===== config.mk =====
export PLATFORM = sky130hd
export DESIGN_NAME = ws2812_rx_monitor
export DESIGN_NICKNAME = d
export VERILOG_FILES = /design/src/rtl/ws2812_rx_monitor.sv
export SDC_FILE = /design/constraint.sdc
export NUM_CORES = 1
export LEC_CHECK = 0
export BUFFER_PORTS_ARGS = -buffer_cell sky130_fd_sc_hd__buf_4
export CAP_MARGIN = 10
export CORE_ASPECT_RATIO = 1.25
export CORE_MARGIN = 3
export CORE_UTILIZATION = 42
export CTS_CLUSTER_SIZE = 20
export DETAILED_ROUTE_END_ITERATION = 12
export PLACE_DENSITY = 0.69
export RECOVER_POWER = 25
export SETUP_SLACK_MARGIN = 0.05
export SYNTH_ARGS = -nofsm -noshare
export SYNTH_HDL_FRONTEND = slang
export SYNTH_SLANG_ARGS = --single-unit

===== constraint.sdc =====
create_clock -name clk -period 6.85 [get_ports clk]
set_clock_uncertainty 0.05 [all_clocks]
set_input_delay 0.3425 -clock clk [delete_from_list [all_inputs] [get_ports clk]]
set_output_delay 0.3425 -clock clk [all_outputs]
set_load 0.01 [all_outputs]

===== src/rtl/ws2812_rx_monitor.sv =====
// WS2812 NRZ line decoder: measures high-pulse widths, rebuilds 24-bit GRB pixels,
// buffers them in a small FIFO and flags frame ends and line errors.
module ws2812_rx_monitor #(
    parameter int T_BIT_THRESH = 24,
    parameter int T_HIGH_MIN   = 4,
    parameter int T_HIGH_MAX   = 60,
    parameter int T_RESET      = 2000,
    parameter int FIFO_DEPTH   = 4,
    parameter int IDX_W        = 8
) (
    input  logic             clk,
    input  logic             RSTB,
    input  logic             din,
    output logic             pix_valid,
    input  logic             pix_ready,
    output logic [23:0]      pix_data,
    output logic [IDX_W-1:0] pix_index,
    output logic             frame_done,
    output logic             err_pulse,
    output logic             err_partial,
    output logic             err_ovf,
    input  logic             err_clr
);

    localparam int HIGH_W = $clog2(T_HIGH_MAX + 2);
    localparam int LOW_W  = $clog2(T_RESET + 1);
    localparam int PTR_W  = (FIFO_DEPTH > 1) ? $clog2(FIFO_DEPTH) : 1;
    localparam int CNT_W  = $clog2(FIFO_DEPTH + 1);

    typedef enum logic [1:0] {IDLE, HIGH, LOW} state_t;

    state_t            state;
    logic              din_s1, din_s2, din_prev;
    logic [HIGH_W-1:0] high_cnt;
    logic [LOW_W-1:0]  low_cnt;
    logic [22:0]       shift_reg;
    logic [4:0]        bit_cnt;
    logic [IDX_W-1:0]  pix_idx;
    logic              frame_any;

    logic              rise, fall, pulse_ok, bit_val, gap_done, push_req;
    logic [23:0]       push_word;

    logic [23:0]       mem_data [FIFO_DEPTH];
    logic [IDX_W-1:0]  mem_idx  [FIFO_DEPTH];
    logic [PTR_W-1:0]  wr_ptr, rd_ptr;
    logic [CNT_W-1:0]  fifo_cnt;
    logic              full, pop, push_ok;

    always_ff @(posedge clk or negedge RSTB) begin
        if (!RSTB) begin
            din_s1   <= 1'b0;
            din_s2   <= 1'b0;
            din_prev <= 1'b0;
        end else begin
            din_s1   <= din;
            din_s2   <= din_s1;
            din_prev <= din_s2;
        end
    end

    assign rise      = din_s2 & ~din_prev;
    assign fall      = ~din_s2 & din_prev;
    assign pulse_ok  = (high_cnt >= HIGH_W'(T_HIGH_MIN)) && (high_cnt <= HIGH_W'(T_HIGH_MAX));
    assign bit_val   = (high_cnt >= HIGH_W'(T_BIT_THRESH));
    // low_cnt already holds the earlier low cycles, so this cycle is the T_RESET-th one
    assign gap_done  = (low_cnt >= LOW_W'(T_RESET - 1));
    assign push_word = {shift_reg, bit_val};
    assign push_req  = (state == HIGH) && fall && pulse_ok && (bit_cnt == 5'd23);

    always_ff @(posedge clk or negedge RSTB) begin
        if (!RSTB) begin
            state       <= IDLE;
            high_cnt    <= '0;
            low_cnt     <= '0;
            shift_reg   <= '0;
            bit_cnt     <= '0;
            pix_idx     <= '0;
            frame_any   <= 1'b0;
            frame_done  <= 1'b0;
            err_pulse   <= 1'b0;
            err_partial <= 1'b0;
        end else begin
            frame_done <= 1'b0;
            if (err_clr) begin
                err_pulse   <= 1'b0;
                err_partial <= 1'b0;
            end
            case (state)
                IDLE: begin
                    if (rise) begin
                        state    <= HIGH;
                        high_cnt <= HIGH_W'(1);
                    end
                end
                HIGH: begin
                    if (fall) begin
                        state   <= LOW;
                        low_cnt <= LOW_W'(1);
                        if (pulse_ok) begin
                            shift_reg <= push_word[22:0];
                            frame_any <= 1'b1;
                            if (bit_cnt == 5'd23) begin
                                bit_cnt <= '0;
                                if (pix_idx != {IDX_W{1'b1}}) pix_idx <= pix_idx + 1'b1;
                            end else begin
                                bit_cnt <= bit_cnt + 5'd1;
                            end
                        end else begin
                            err_pulse <= 1'b1;
                        end
                    end else if (high_cnt != HIGH_W'(T_HIGH_MAX + 1)) begin
                        high_cnt <= high_cnt + 1'b1;
                    end
                end
                LOW: begin
                    // The reset gap is honoured first; a coincident rise then opens the next frame
                    if (gap_done) begin
                        if (bit_cnt != 5'd0) err_partial <= 1'b1;
                        if (frame_any) frame_done <= 1'b1;
                        bit_cnt   <= '0;
                        pix_idx   <= '0;
                        frame_any <= 1'b0;
                        low_cnt   <= '0;
                        if (rise) begin
                            state    <= HIGH;
                            high_cnt <= HIGH_W'(1);
                        end else begin
                            state <= IDLE;
                        end
                    end else if (rise) begin
                        state    <= HIGH;
                        high_cnt <= HIGH_W'(1);
                    end else begin
                        low_cnt <= low_cnt + 1'b1;
                    end
                end
                default: state <= IDLE;
            endcase
        end
    end

    assign full      = (fifo_cnt == CNT_W'(FIFO_DEPTH));
    assign pix_valid = (fifo_cnt != '0);
    assign pop       = pix_valid & pix_ready;
    assign push_ok   = push_req & (~full | pop);
    assign pix_data  = mem_data[rd_ptr];
    assign pix_index = mem_idx[rd_ptr];

    // A push into a full FIFO succeeds only if the head leaves on the same edge
    always_ff @(posedge clk or negedge RSTB) begin
        if (!RSTB) begin
            for (int i = 0; i < FIFO_DEPTH; i++) begin
                mem_data[i] <= '0;
                mem_idx[i]  <= '0;
            end
            wr_ptr   <= '0;
            rd_ptr   <= '0;
            fifo_cnt <= '0;
            err_ovf  <= 1'b0;
        end else begin
            if (err_clr) err_ovf <= 1'b0;
            if (push_req && !push_ok) err_ovf <= 1'b1;
            if (push_ok) begin
                mem_data[wr_ptr] <= push_word;
                mem_idx[wr_ptr]  <= pix_idx;
                wr_ptr           <= wr_ptr + PTR_W'(1);
            end
            if (pop) rd_ptr <= rd_ptr + PTR_W'(1);
            if (push_ok && !pop) fifo_cnt <= fifo_cnt + CNT_W'(1);
            else if (!push_ok && pop) fifo_cnt <= fifo_cnt - CNT_W'(1);
        end
    end

endmodule


==> results of run 1 <==
[final cells by class]
class	count	area, um^2	area share (%)
sequential	198	4956	48.77
inverter	16	60.06	0.5911
clock inverter	14	162.7	1.601
multi-input combinational	424	3846	37.85
clock buffer	18	439.2	4.322
timing repair buffer	46	354.1	3.485
tap	274	342.8	3.374
[cell families after synthesis]
kind of cell	after synthesis	synth area share (%)
buffers and inverters	50	3.233
XOR/XNOR	19	1.830
AND/OR/NAND/NOR	173	9.107
AO/OA/AOI/OAI	60	4.650
flip-flops	198	54.48
adder cells (fa/ha/maj)	13	1.871
multiplexers	159	24.83
[synthesized netlist by cell type, types with 5 or more instances]
cell type  number
buf_4          11
mux2_4         29
nor3_1         10
o41ai_1         5
nand3_1        12
xor2_1         11
clkbuf_1       12
o21ai_0        22
buf_2           7
inv_1          16
nand2_1        86
a21oi_1         8
dfrtp_1       198
xnor2_1         8
mux2_2         97
and3_1          7
ha_1           12
mux4_2         32
nor2_1         28
[worst register-to-register path, stage by stage, from the launching register on]
cell	delay [ps]
dfrtp_1	440
and4bb_4	420
o211a_4	450
nand3_2	910
mux2_2	610
[routing by layer]
metal	vias up	wire length, um
met5	-	0
li1	2461	-
met2	76	8713
met4	0	159
met1	2748	7405
met3	11	442
[cell usage in the layout, fill, tap and decap left out, drive strengths merged, types with 4 or more instances in the layout]
cell type  instances
dfrtp            198
mux2             126
nand2             86
buf               43
mux4              32
nor2              29
o21ai             25
inv               23
clkbuf            20
nand3             16
ha                12
xor2              11
nor3              10
a21oi              9
xnor2              8
and3               8
o41ai              6
clkinv             4
[power breakdown]
part           internal, uW  leakage, uW  switching, uW
sequential             1220      0.00272           83.3
combinational           166      0.00198            209
clock                   559     0.000295            455
[stage by stage]
stage	setup WS, ps	hold WS, ps	util, %	total power [uW]	cell area [um^2]
after floorplan	4379	-3.091	-	1594	9095
after global placement	3891	285.7	45.39	1699	9549
after detailed placement	3862	285.5	45.39	1708	9549
after CTS	3834	62.61	48.30	2722	10160
after global routing	3694	80.57	48.30	2822	10160
final	3852	-21.53	48.30	2688	10160
[worst max-delay path by stage]
stage                                          end  slack [ps]
final                       mem_idx[8]$_DFFE_PN0P_        3850
after detailed placement  mem_data[31]$_DFFE_PN0P_        3860
after global routing        mem_idx[8]$_DFFE_PN0P_        3690
after CTS                   mem_idx[8]$_DFFE_PN0P_        3830
after global placement    mem_data[27]$_DFFE_PN0P_        3890
after floorplan            fifo_cnt[2]$_DFFE_PN0P_        4380
==> impl_metrics.ini, run 1 <==
[yosys]
ys_seq_area_share_pct = 54.48
synth.distinct_cells = 60
async_reset_ff_share_pct = 100.0
synth_edf_count = 0
synth_top_area_share_pct = 54.48
synth_top_area_cell = dfrtp_1
ys_top_cells_by_area = dfrtp_1, mux2_2, mux4_2, mux2_4, nand2_1
netlist_area_mm2 = 0.009095
synth-warning-count = 0
synth_nets = 690
synth_area_per_cell_um2 = 13.53
ys_ff_latch = 198
synth_cells = 672
synth_ff_type = dfrtp_1

[timing]
max_clock_freq_mhz = 333.5
hold_viol = 12
tightest_slew_ps = 1048
fin_tns_setup_ps = 0
slew_headroom_pct = 30.06
rsz0062_at_grt = no
hold_ws_ps = -21.53
setup_violations = 0
drv_slew = 0
layout_min_cycle_time_ps = 2998
min_period_over_period_pct = 43.77

[critical_path]
cpPeakStageDelay_ps = 900
critPathKind = reg2reg
cp.depth = 4
cp_cell_sequence = and4bb_4 -> o211a_4 -> nand3_2 -> mux2_2
crit_family = simple AND/OR/NAND/NOR gates
cp_max_fo = 33
cp-end-kind = register
cp.buffers_inverters = 0
cp.arrival_ps = 3250
cp-startpoint = state[1]$_DFFE_PN0P_
start_kind = register
r2r_cells = 4
regToRegEndpoint = mem_idx[8]$_DFFE_PN0P_
timing.rr.start = state[1]$_DFFE_PN0P_
reg2reg_slack_ps = 3850
crit_required_ps = 7100
slowest_stage = nand3_2

[detailed_routing]
viasPerCell = 5.349
dr.pass1.iters = 6
drt-wirelength-per-cell_um = 16.89
drc = 0
routed_wl_um = 16720
num_vias = 5296
ant_nets = 0
initialDrtViolationCount = 334

[run]
cap_viol_max_count = 0

[clock_network]
cts_tree = done
cts_num_sinks = 198
cts_made_buffers = 17
path_clk_slew_ps = 80
postCtsHoldBufs = 1
root_buffer = clkbuf_16
ctsResizeCount = 0
cts.path.max_buffers = 2
cts.htree.levels = 4
clk_latency_ps = 430
post_cts_buffers = 0

[final_layout]
area_delta_synth_final_pct = 11.72
fin_cells = 990
fillCellCount = 1807
drive_gt1_share_pct = 35.06
nNetsFinal = 721
num_antenna_cells = 0
largest_reg_flops = 96

[die]
io_pins = 42
die-area_mm2 = 0.02347
dieWidth_um = 137.6
die_h_um = 170.5
fp-row-count = 59
core-area_mm2 = 0.02104
initial_core_util_pct = 43.23

[grt]
grt_util_met1_pct = 19.37
antenna_found_initial = 0
grt_max_degree = 126
grt_first_pass_wirelength_um = 27410
gr-usage-met2_pct = 24.92
grt_pass1_vias = 5362
overflow = 0
grt_use_met3_pct = 3.206
busiest_layer = met2
grt_use_total_pct = 14.84

[placement]
gp_congestion = 0.7498
io_buffers = 41
dp_cells = 957
dp_hpwl_um = 10180

[status]
outcome = finished, violations left
violations = negative hold slack

[power]
irDropWorstVdd_uv = 225.4
p_leak_uw = 0.004993
powerDensity_mw_per_mm2 = 264.6

[min_path]
min_path_type = in2async
Note: power is estimated with default switching activity, not from simulation.
==> inputs of run 2 (changes only) <==
==> constraint.sdc (replaced) <==
create_clock -name clk -period 2.9 [get_ports clk]
set_clock_uncertainty 0.05 [all_clocks]
set_input_delay 0.145 -clock clk [delete_from_list [all_inputs] [get_ports clk]]
set_output_delay 0.145 -clock clk [all_outputs]
set_load 0.01 [all_outputs]
==> impl_metrics.ini, run 2 (synthesis results as in run 1) <==
[power]
p_int_uw = 4461
p_leak_uw = 0.005033
power_frac_seq_pct = 49.8
combinationalPowerShare_pct = 14.8
swShare_pct = 27.87
irDropWorstVdd_uv = 439.0
p_clk_share_pct = 35.4
powerDensity_mw_per_mm2 = 603.3
p_sw_uw = 1724

[grt]
grt_use_total_pct = 15.25
grt_pass1_vias = 5444
antenna_found_initial = 0
overflow = 0
grt_first_pass_wirelength_um = 28310
grt_max_degree = 88

[final_layout]
layout.cells.most_common = dfrtp_1
multi_input_area_mm2 = 0.003846
post-route-util_pct = 48.72
nNetsFinal = 732
largest_reg_flops = 96
num_antenna_cells = 0
fillCellCount = 1809
drive_gt1_share_pct = 34.71
area_delta_synth_final_pct = 12.71
ff_latch_area_mm2 = 0.004956
final_cell_mix = dfrtp_1, mux2_2, nand2_1

[detailed_routing]
dr.pass1.iters = 4
dr_wl_met3_um = 457
top_layer = met4
routed_wl_um = 16930
initialDrtViolationCount = 228
met2WireLength_um = 8471
ant_nets = 0
drt-wirelength-per-cell_um = 16.93
viasPerCell = 5.290
drc = 0
wl_met1_um = 7804
num_vias = 5290

[timing]
hold_viol = 0
fin_tns_setup_ps = 0
min_period_over_period_pct = 84.83
tightest_slew_ps = 1184
rsz0062_at_grt = no
setup_violations = 0
drv_slew = 0
max_clock_freq_mhz = 406.5
slew_headroom_pct = 21.06
layout_min_cycle_time_ps = 2460

[clock_network]
cts_tree = done
cts.path.max_buffers = 2
post_cts_buffers = 0
ctsResizeCount = 0
postCtsHoldBufs = 4
path_clk_slew_ps = 70
cts_made_buffers = 17
cts_num_sinks = 198
root_buffer = clkbuf_16
cts.htree.levels = 4
clk_latency_ps = 430

[critical_path]
crit_required_ps = 3210
cp-end-kind = register
timing.rr.start = state[1]$_DFFE_PN0P_
cp_max_fo = 7
reg2reg_slack_ps = 440
regToRegEndpoint = fifo_cnt[2]$_DFFE_PN0P_
r2r_cells = 9
critPathKind = reg2reg
cp.arrival_ps = 2770
start_kind = register

[placement]
dp_hpwl_um = 10460
gp_congestion = 0.7858
io_buffers = 41

[status]
outcome = finished clean

[die]
die_h_um = 170.5
initial_core_util_pct = 43.23
io_pins = 42
dieWidth_um = 137.6
fp-row-count = 59
die-area_mm2 = 0.02347
core-area_mm2 = 0.02104

[run]
cap_viol_max_count = 0

[min_path]
min_path_type = in2async
==> run 2: cell types whose count changed in the layout (fill, tap and decap cells not counted), sizes merged <==
| cell | delta |
|---|---|
| clkbuf | +9 |
| dlygate4sd3 | +3 |
| inv | -5 |
| buf | +3 |
| bufinv | -2 |
| clkinv | +2 |
==> run 2: cell type report <==
cell class	count	area share, %
multi-input cells	424	37.52
well taps	274	3.344
inverters	16	0.5859
flip-flops and latches	198	48.35
clock buffers	22	4.626
repair buffers	57	4.894
clock inverters	9	0.6835
==> run 2: critical path, cell delays in order, from the launching register on <==
cell      delay (ps)
dfrtp_1          430
and4bb_4         420
o211ai_1         130
nor3_1           280
ha_1             230
inv_1             60
fa_1             370
xor2_1           170
nor2_1           110
xor2_1           140
==> run 2: through the flow <==
step | hold WS [ps] | instances | setup slack, ps | area [um^2] | total power [uW]
after floorplan | -200.6 | 672 | 429.3 | 9095 | 3764
after detailed placement | 200.7 | 965 | 444.6 | 9697 | 4075
final | 278.3 | 1000 | 439.9 | 10250 | 6185
after CTS | 297.7 | 1000 | 425.9 | 10280 | 6275
after global placement | 204.9 | 965 | 502.8 | 9697 | 4048
after global routing | 318.0 | 1000 | 216.8 | 10250 | 6473
==> run 2: worst max path at each step <==
stage / from / endpoint / slack (ps) / cells after the start
after CTS: state[1]$_DFFE_PN0P_ / fifo_cnt[2]$_DFFE_PN0P_ / 430 / 9
after global placement: state[1]$_DFFE_PN0P_ / fifo_cnt[2]$_DFFE_PN0P_ / 500 / 9
final: state[1]$_DFFE_PN0P_ / fifo_cnt[2]$_DFFE_PN0P_ / 440 / 9
after detailed placement: state[1]$_DFFE_PN0P_ / fifo_cnt[2]$_DFFE_PN0P_ / 440 / 9
after global routing: bit_cnt[0]$_DFFE_PN0P_ / fifo_cnt[2]$_DFFE_PN0P_ / 220 / 9
after floorplan: state[1]$_DFFE_PN0P_ / fifo_cnt[2]$_DFFE_PN0P_ / 430 / 9
==> run 2: power groups by stage <==
stage	Combinational, uW	Clock (uW)	Sequential (uW)
final	916	2190	3080
after CTS	949	2240	3080
after global routing	1020	2340	3110
after global placement	919	0	3130
after detailed placement	940	0	3140
after floorplan	741	0	3020
==> run 2: layer usage <==
metal	track usage, %	vias to the layer above
met3	3.206	14
met2	25.49	59
met5	0	-
met4	4.210	0
met1	20.17	2736
li1	-	2481
==> inputs of run 3 (changes only) <==
--- a/config.mk
+++ b/config.mk
@@ -12,7 +12,7 @@
 export CORE_UTILIZATION = 42
 export CTS_CLUSTER_SIZE = 20
 export DETAILED_ROUTE_END_ITERATION = 12
-export PLACE_DENSITY = 0.69
+export PLACE_DENSITY = 0.71
 export RECOVER_POWER = 25
 export SETUP_SLACK_MARGIN = 0.05
 export SYNTH_ARGS = -nofsm -noshare
==> constraint.sdc (replaced) <==
create_clock -name clk -period 2.2 [get_ports clk]
set_clock_uncertainty 0.05 [all_clocks]
set_input_delay 0.11 -clock clk [delete_from_list [all_inputs] [get_ports clk]]
set_output_delay 0.11 -clock clk [all_outputs]
set_load 0.01 [all_outputs]
==> impl_metrics.ini, run 3 (synthesis results as in run 1) <==
[status]
outcome = finished, violations left
violations = max-capacitance violations, max-slew violations, negative setup slack

[min_path]
min_to = din_s1$_DFF_PN0_
min_path_type = in2reg
whs_path_depth = 2
min-delay-start = din

[timing]
tightest_slew_ps = 1567
layout_min_cycle_time_ps = 2204
fin_tns_setup_ps = -7.367
setup_ws_ps = -4.409
rsz0062_at_grt = yes
drv_slew = 62
hold_ws_ps = 302.4
setup_violations = 2
max_clock_freq_mhz = 453.6
slew_headroom_pct = -4.442
min_period_over_period_pct = 100.2
hold_viol = 0

[power]
irDropWorstVdd_uv = 551.3
p_clk_share_pct = 35.1
powerDensity_mw_per_mm2 = 777.1
power_frac_seq_pct = 46.2
swShare_pct = 27.68
p_leak_uw = 0.005402
p_int_uw = 6130
p_sw_uw = 2347
combinationalPowerShare_pct = 18.6

[placement]
dp_hpwl_um = 11370
io_buffers = 41
gp_congestion = 0.8071
placed_area_mm2 = 0.01008
pre_cts_slack_ps = -20.12

[detailed_routing]
drc = 0
viasPerCell = 5.263
num_vias = 5542
routed_wl_um = 18210
initialDrtViolationCount = 303
dr.pass1.iters = 4
ant_nets = 0
drt-wirelength-per-cell_um = 17.29

[clock_network]
root_buffer = clkbuf_16
path_clk_slew_ps = 70
cts.htree.levels = 4
cts_made_buffers = 17
cts_num_sinks = 198
cts.path.max_buffers = 2
clk_latency_ps = 430
cts_tree = done

[critical_path]
slowest_stage = or4_4
regToRegEndpoint = fifo_cnt[1]$_DFFE_PN0P_
cp.buffers_inverters = 1
cp_max_fo = 2
reg2reg_slack_ps = -4
r2r_cells = 7
timing.rr.start = high_cnt[5]$_DFFE_PN0P_
cp.arrival_ps = 2460
cp-end-kind = register
crit_required_ps = 2460
start_kind = register
critPathKind = reg2reg
crit_family = simple AND/OR/NAND/NOR gates
cp_cell_sequence = or4_4 -> o211ai_1 -> nor3_2 -> ha_2 -> inv_2 -> fa_1 -> mux2_2
cpPeakStageDelay_ps = 540

[die]
die-area_mm2 = 0.02347
die_h_um = 170.5
dieWidth_um = 137.6
io_pins = 42
core-area_mm2 = 0.02104
fp-row-count = 59
initial_core_util_pct = 43.23

[final_layout]
final_area_mm2 = 0.01091
nNetsFinal = 786
layout.cells.most_common = dfrtp_1
final_cell_mix = dfrtp_1, mux2_2, nand2_1
area_delta_synth_final_pct = 19.93
drive_gt1_share_pct = 40.31
largest_reg_flops = 96
num_antenna_cells = 0
fillCellCount = 1722
post-route-util_pct = 51.85

[grt]
grt_pass1_vias = 5690
grt_use_total_pct = 15.77
grt_max_degree = 63
overflow = 0
antenna_found_initial = 0
grt_first_pass_wirelength_um = 29260

[run]
cap_viol_max_count = 1
-- run 3: cell count changes in the layout (fill, tap and decap cells not counted), moves of 3 or more --
cell,before,now
nand3_4,1,4
nand3_2,3,0
clkbuf_8,4,1
clkbuf_1,6,2
buf_4,40,82
clkbuf_16,17,22
buf_12,6,12
-- run 3: repair_timing --
| action | in CTS | in global routing |
|---|---|---|
| endpoints found under the hold margin | 63 | 0 |
| endpoints found under the setup margin | 7 | 122 |
| pin swaps | 1 | 7 |
| hold buffers | 4 | 0 |
| resized for setup | 3 | 11 |
| cloned | 0 | 7 |
| setup buffers | 2 | 5 |
-- run 3: final cells by class --
class / instances / area (um^2) / area share, %
sequential: 198 / 4956 / 45.43
multi-input combinational: 425 / 3897 / 35.73
timing repair buffer: 110 / 1090 / 9.991
clock buffer: 19 / 442.9 / 4.061
tap: 274 / 342.8 / 3.143
clock inverter: 11 / 118.9 / 1.090
inverter: 16 / 60.06 / 0.5506
-- run 3: worst max path at each step --
stage | start | to | slack [ps] | cells after the start
finish | high_cnt[5]$_DFFE_PN0P_ | fifo_cnt[1]$_DFFE_PN0P_ | -4 | 7
global route | state[1]$_DFFE_PN0P_ | fifo_cnt[2]$_DFFE_PN0P_ | -90 | 9
CTS | high_cnt[5]$_DFFE_PN0P_ | fifo_cnt[1]$_DFFE_PN0P_ | -30 | 7
detailed placement | high_cnt[5]$_DFFE_PN0P_ | fifo_cnt[1]$_DFFE_PN0P_ | -20 | 7
global placement | high_cnt[5]$_DFFE_PN0P_ | fifo_cnt[1]$_DFFE_PN0P_ | 20 | 7
floorplan | state[1]$_DFFE_PN0P_ | fifo_cnt[2]$_DFFE_PN0P_ | -100 | 9
-- run 3: metrics by stage --
stage | instances | total power (uW)
2_1_floorplan | 672 | 4963
3_3_place_gp | 1005 | 5554
3_5_place_dp | 1005 | 5583
4_1_cts | 1041 | 8572
5_1_grt | 1053 | 8908
6_report | 1053 | 8477
-- run 3: power groups by stage --
stage	registers [uW]	logic, uW	clock network, uW
after floorplan	3990	977	0
after global placement	3980	1580	0
after detailed placement	3990	1600	0
after CTS	3920	1610	3050
after global routing	3940	1750	3220
final	3920	1580	2980
-- run 3: layer usage --
| metal | GRT usage, % | wire, um |
|---|---|---|
| met5 | 0 | 0 |
| met4 | 3.385 | 113 |
| met3 | 3.088 | 574 |
| met2 | 27.27 | 9518 |
| met1 | 20.63 | 8003 |
